File: src/rtl/inst_rom_loader.sv
// Program store for the 4-bit CPU: byte-serial load via valid/ready, async read of mem[pc].
// Latency: inst follows pc combinationally in RUN; cpu_reset is registered (falls on the edge entering RUN).
// Backpressure: load_ready is high only in LOAD; bytes offered in any other state are dropped.
module inst_rom_loader #(
  parameter int DEPTH    = 16,
  parameter int AW       = 4,
  parameter int DW       = 8,
  parameter int RST_HOLD = 4
) (
  input  logic          clk_cpu,
  input  logic          reset,
  input  logic          load_start,
  input  logic [DW-1:0] load_data,
  input  logic          load_valid,
  output logic          load_ready,
  input  logic [AW-1:0] pc,
  output logic [DW-1:0] inst,
  output logic          cpu_reset,
  output logic          loaded
);

  typedef enum logic [1:0] {
    IDLE = 2'd0,
    LOAD = 2'd1,
    HOLD = 2'd2,
    RUN  = 2'd3
  } state_t;

  localparam logic [AW-1:0] WPTR_LAST = AW'(DEPTH - 1);
  localparam logic [3:0]    HOLD_LAST = 4'(RST_HOLD - 1);

  state_t        state;
  state_t        next_state;
  logic [AW-1:0] wptr;
  logic [3:0]    hold_cnt;
  logic [DW-1:0] mem [DEPTH];
  logic          accept;

  // A byte is only ever taken while loading; load_start has no say here.
  assign accept = (state == LOAD) && load_valid;

  // Next-state decode; cpu_reset is derived from it so it drops on the same edge RUN is entered.
  always_comb begin
    next_state = state;
    case (state)
      IDLE: if (load_start) next_state = LOAD;
      LOAD: if (accept && (wptr == WPTR_LAST)) next_state = HOLD;
      HOLD: if (hold_cnt == HOLD_LAST) next_state = RUN;
      RUN:  if (load_start) next_state = LOAD;
      default: next_state = IDLE;
    endcase
  end

  // Control state: FSM, write pointer, hold counter and the registered CPU reset.
  always_ff @(posedge clk_cpu or posedge reset) begin
    if (reset) begin
      state     <= IDLE;
      wptr      <= '0;
      hold_cnt  <= '0;
      cpu_reset <= 1'b1;
    end else begin
      state     <= next_state;
      cpu_reset <= (next_state != RUN);
      case (state)
        IDLE, RUN: begin
          if (load_start) wptr <= '0;
        end
        LOAD: begin
          if (accept) begin
            // Natural wrap takes wptr back to 0 after the last word.
            wptr <= wptr + 1'b1;
            if (wptr == WPTR_LAST) hold_cnt <= '0;
          end
        end
        HOLD: begin
          hold_cnt <= hold_cnt + 4'd1;
        end
        default: ;
      endcase
    end
  end

  // Program memory: wiped on reset so a partially loaded image can never execute.
  always_ff @(posedge clk_cpu or posedge reset) begin
    if (reset) begin
      for (int i = 0; i < DEPTH; i++) mem[i] <= '0;
    end else if (accept) begin
      mem[wptr] <= load_data;
    end
  end

  assign load_ready = (state == LOAD);
  assign loaded     = (state == RUN);
  assign inst       = (state == RUN) ? mem[pc] : '0;

endmodule

File: config.mk
export PLATFORM = sky130hd
export DESIGN_NAME = inst_rom_loader
export DESIGN_NICKNAME = d
export VERILOG_FILES = /design/src/rtl/inst_rom_loader.sv
export SDC_FILE = /design/constraint.sdc
export NUM_CORES = 1
export LEC_CHECK = 0
export CAP_MARGIN = 10
export CORE_MARGIN = 8
export CORE_UTILIZATION = 40
export CTS_BUF_LIST = sky130_fd_sc_hd__clkbuf_2 sky130_fd_sc_hd__clkbuf_4 sky130_fd_sc_hd__clkbuf_8
export DETAILED_ROUTE_END_ITERATION = 7
export GPL_TIMING_DRIVEN = 0
export PLACE_DENSITY = 0.68
export SLEW_MARGIN = 20
export SYNTH_ARGS = -nofsm -noshare
export SYNTH_HDL_FRONTEND = slang
export SYNTH_SLANG_ARGS = --single-unit
File: constraint.sdc
create_clock -name clk_cpu -period 4.4 [get_ports clk_cpu]
set_input_delay 0.44 -clock clk_cpu [delete_from_list [all_inputs] [get_ports clk_cpu]]
set_output_delay 0.44 -clock clk_cpu [all_outputs]
set_load 0.01 [all_outputs]
* Word level (Yosys, flattened, before mapping)
Cells that the tools add are included.
** Word-level totals
- Register bits :: 139
- Latch bits :: 0
- RAM bits :: 0
- Memory bits (read-only) :: 0
- Word-level logic and storage cells :: 62
- Memories kept :: 0
** Operators by class
- $add $sub $neg :: 2
- $mul :: 0
- Div/mod/pow operators :: 0
- $lt $le $gt $ge :: 3
- Equality and inequality tests :: 9
- Shift-type cells :: 0
- Mux-type cells :: 17
- Bitwise operators :: 2
- Reduce and logical (&&, ||, !) cells :: 9
** Operators with widths (count)
- $bwmux 128 :: 1
- $bmux 8 s4 :: 1
- $demux 8 s4 :: 1
- $mux 8 :: 4
- $mux 4 :: 4
- $pmux 4 s2 :: 2
- $ge 5x5->1 const B :: 2
- $not 4->5 :: 2
- $add 4x1->4 const B :: 2
- $mux 2 :: 3
- $ne 2x1->1 const B :: 3
- $pmux 2 s3 :: 1
- $reduce_and 3->1 :: 2
- $lt 5x1->1 const B :: 1
- $eq 2x2->1 const B :: 2
- $eq 4x2->1 const B :: 1
- $eq 4x4->1 const B :: 1
- $reduce_bool 2->1 :: 2
- $logic_and 1x1->1 :: 3
- $eq 2x1->1 const B :: 1
- $logic_not 2->1 :: 1
- $ne 2x2->1 const B :: 1
- $reduce_or 2->1 :: 1

* Depth between registers and ports, before layout
- Word-level depth :: 6
- Depth in mapped cells :: 8
- Depth with buffers taken out :: 6

* Least setup slack after synthesis
Ideal clock, no wire load.
- Path type :: input to output
- Start :: input port pc[0]
- End :: output port inst[0]
- Data arrival time :: 1.511 ns
- Path slack :: 2.449 ns
- Stages on the path :: 5
- Buffers on the path :: 2
- Cell sequence :: buf_6 -> buf_4 -> mux4_2 -> a22oi_1 -> nand2_1
** Between the ends
- Cells in the longest elaborated chain, start to end :: 5
** RTL lines
- start: declaration :: line 16 : input logic [AW-1:0] pc,
- $not 4->5 (implied by the code) :: line 94 : assign inst = (state == RUN) ? mem[pc] : '0;
- $bmux 8 s4 :: line 94
- $mux 8 (implied by the code) (2 in series) :: line 94
- $mux 8 :: line 94
- end: declaration :: line 17 : output logic [DW-1:0] inst,
No other way between the ends. The select of a mux whose other input is x is not followed.

* Final worst setup path
- Start :: register state[0]
- End :: output port inst[7]
** Between the ends
- Cells in the longest elaborated chain, start to end :: 2
** RTL lines
- start: declaration :: line 32 : state_t state;
- start signal: assignment :: line 62 : state <= next_state;
- $eq 2x2->1 :: line 94
- $mux 8 :: line 94
No other way between the ends.

==> metrics.yaml <==
slew-limit-headroom: 0.464
die_area_um2: 21400
r2r_cells: 6
io_pins: 27
die_x_um: 146
io_buffers: 23
finish.utilization: 0.469
diodes: 0
synthTopCellsByCount: "138 x dfrtp_1, 102 x mux2_2, 24 x mux2_4, 21 x nand2_1, 17 x mux4_2"
fillers: 1472
hold_depth: 3
grt_pass1_vias: 4293
tritoncts: "yes"
dp_slack_ps: 1050
design_area_um2: 7770
dpl.cell_count: 685
synth_cells: 441
drive_above_1_share: 0.423
cts_hold_buf: 0
fmax_mhz: 284
run_status: "completed"
htree_num_levels: 4
dr.pass1.iters: 4
yosysMostFrequentCell: "dfrtp_1"
start_util: 0.410
postCtsSetupRepairBufs: 0
ys_ff_latch: 139
cts_resized: 0
yosysTopAreaCell: "dfrtp_1"
syn_avg_cell_area_um2: 15.4
use_met3: 0.0408
fin_cells: 717
grt_usage: 0.147
busiest_layer: "met2"
numCtsBuffers: 17
power_density_nw_per_um2: 514
ys.flop_type: "dfrtp_1"
use_met2: 0.244
antenna_found_initial: 0
cp.buffers_inverters: 1
total_power_w: 0.00399
endpoint_kind: "primary output"
maxSlewViolCount: 0
post_dp_cell_area_um2: 7350
routed-via-count: 3907
final_nets: 509
crit_family: "simple AND/OR/NAND/NOR gates"
rows: 47
place.gp.congestion: 0.756
clock_latency_ps: 450
grt_max_degree: 77
skew_ps: 19.3
period_share: 0.801
hold_viol_final: 0
crit_path_max_incr_delay_ps: 640
cp_max_fo: 7
cp_data_required_time_ps: 3960
ant_nets: 0
grt_pass1_wl_um: 24200
setup_viol: 0
cts_root_buf: "clkbuf_8"
seq_area_um2: 3480
rsz0062_at_grt: "no"
worst_pin_slew_ps: 800
multi_input_area_um2: 3110
synth_area_um2: 6810
crit_cells: 6
cts_buffer_depth: 2
via_per_inst: 5.45
fp.dieH_um: 146
cpMaxStageDelayCell: "nor2_1"
fin_ws_ps: 877
max-vdd-ir-drop_mv: 0.242
synth_cell_types: 49
cp-start-kind: "flop"
synth_top_area_share: 0.507
syn_nets: 466
async_flop_share: 1.00
min_path_type: "input port to flop"
core_um2: 16600
area_growth_syn_to_layout_pct: 14.2
ff2ff_setup_slack_ps: 2230
wirelength_um: 15000
synth_area_leaders: "dfrtp_1 51%, mux2_2 17%, mux4_1 5.8%"
avgRoutedWirePerCell_um: 20.9
p_leak_nw: 3.69
critPathKind: "flop to primary output"
ys_seq_area_frac: 0.511
drt_iter0_drc: 216
clock_sinks: 139
period_needed_ps: 3520
crit_chain: "ha_1, nand2b_1, nor2_1, a22oi_1, nand2_1, clkdlybuf4s50_1"
ys_warn_count: 0
synth_edf_count: 0
drc: 0
path_clk_slew_ps: 80
grt-ovfl-total: 0
place_hpwl_um: 9970
critPathArrivalTime_ps: 3080
grtUsageMet1: 0.180
maxCapViolations: 0
## registers in the layout, summed over array words and instances, names as in the netlist
signal	cells
mem	128
hold_cnt	4
wptr	4
state	2
cpu_reset	1
## logic make-up (layout without fill, tap and decap cells)
| logic type | count (synthesis) | after routing | synth area share |
|---|---|---|---|
| simple gates | 62 | 62 | 0.0620 |
| buf+inv | 35 | 91 | 0.0322 |
| mux | 162 | 162 | 0.342 |
| flops | 139 | 139 | 0.511 |
| fa+ha+maj | 9 | 9 | 0.0165 |
| compound gates | 34 | 34 | 0.0359 |
## final timing paths
check                            from  endpoint
max reg2reg                  state[1]   mem[77]
min reg2reg                  mem[108]  mem[108]
max in group asynchronous       reset  mem[112]
max                          state[0]   inst[7]
min                        load_valid   wptr[0]
min in group asynchronous       reset   wptr[0]
## per-layer routing
layer | up-vias | part of all wire | wire (µm)
li1 | 1740 | - | -
met1 | 2080 | 0.45 | 6730
met2 | 65 | 0.50 | 7530
met3 | 22 | 0.032 | 483
met4 | 0 | 0.014 | 208
met5 | - | 0 | 0
## cell usage in the layout (no fill, tap or decap), drive strengths merged, types with 2 or more instances in the layout
master,netlist,layout
clkdlybuf4s50,0,23
o22ai,2,2
nand3,8,8
o31ai,2,2
inv,11,11
a22oi,13,13
nand2,22,22
nor2,19,19
bufinv,0,3
nand4,2,2
a21oi,3,3
nand2b,2,2
mux4,32,32
mux2,128,128
buf,14,15
clkbuf,10,31
or3,2,2
mux2i,2,2
clkinv,0,6
o21ai,5,5
dfrtp,138,138
clkinvlp,0,2
ha,9,9
## cell type report
type | instances | area share
sequential | 139 | 0.448
multi-input combinational | 267 | 0.400
clock buffer | 21 | 0.0364
tap | 220 | 0.0354
timing repair buffer | 24 | 0.0332
buffer | 24 | 0.0229
clock inverter | 11 | 0.0184
inverter | 11 | 0.00628
## through the flow
stage	hold WS, ps	setup TNS [ps]
3_3_place_gp	461	-193900
4_1_cts	275	0
6_report	301	0
2_1_floorplan	449	0
5_1_grt	285	0
3_5_place_dp	477	0
## worst register-to-register path: cells and delay by family, from the launching register on
kind          cells  cell delay (ps)
flops             1              420
fa+ha+maj         1              170
simple gates      2              780
mux               1              410
buf+inv           2              280
## report_power, final
| part | internal (W) | switching, W |
|---|---|---|
| sequential | 0.00161 | 0.000190 |
| combinational | 0.000627 | 0.000463 |
| clock | 0.000609 | 0.000492 |
Note: power is estimated with default switching activity, not from simulation.
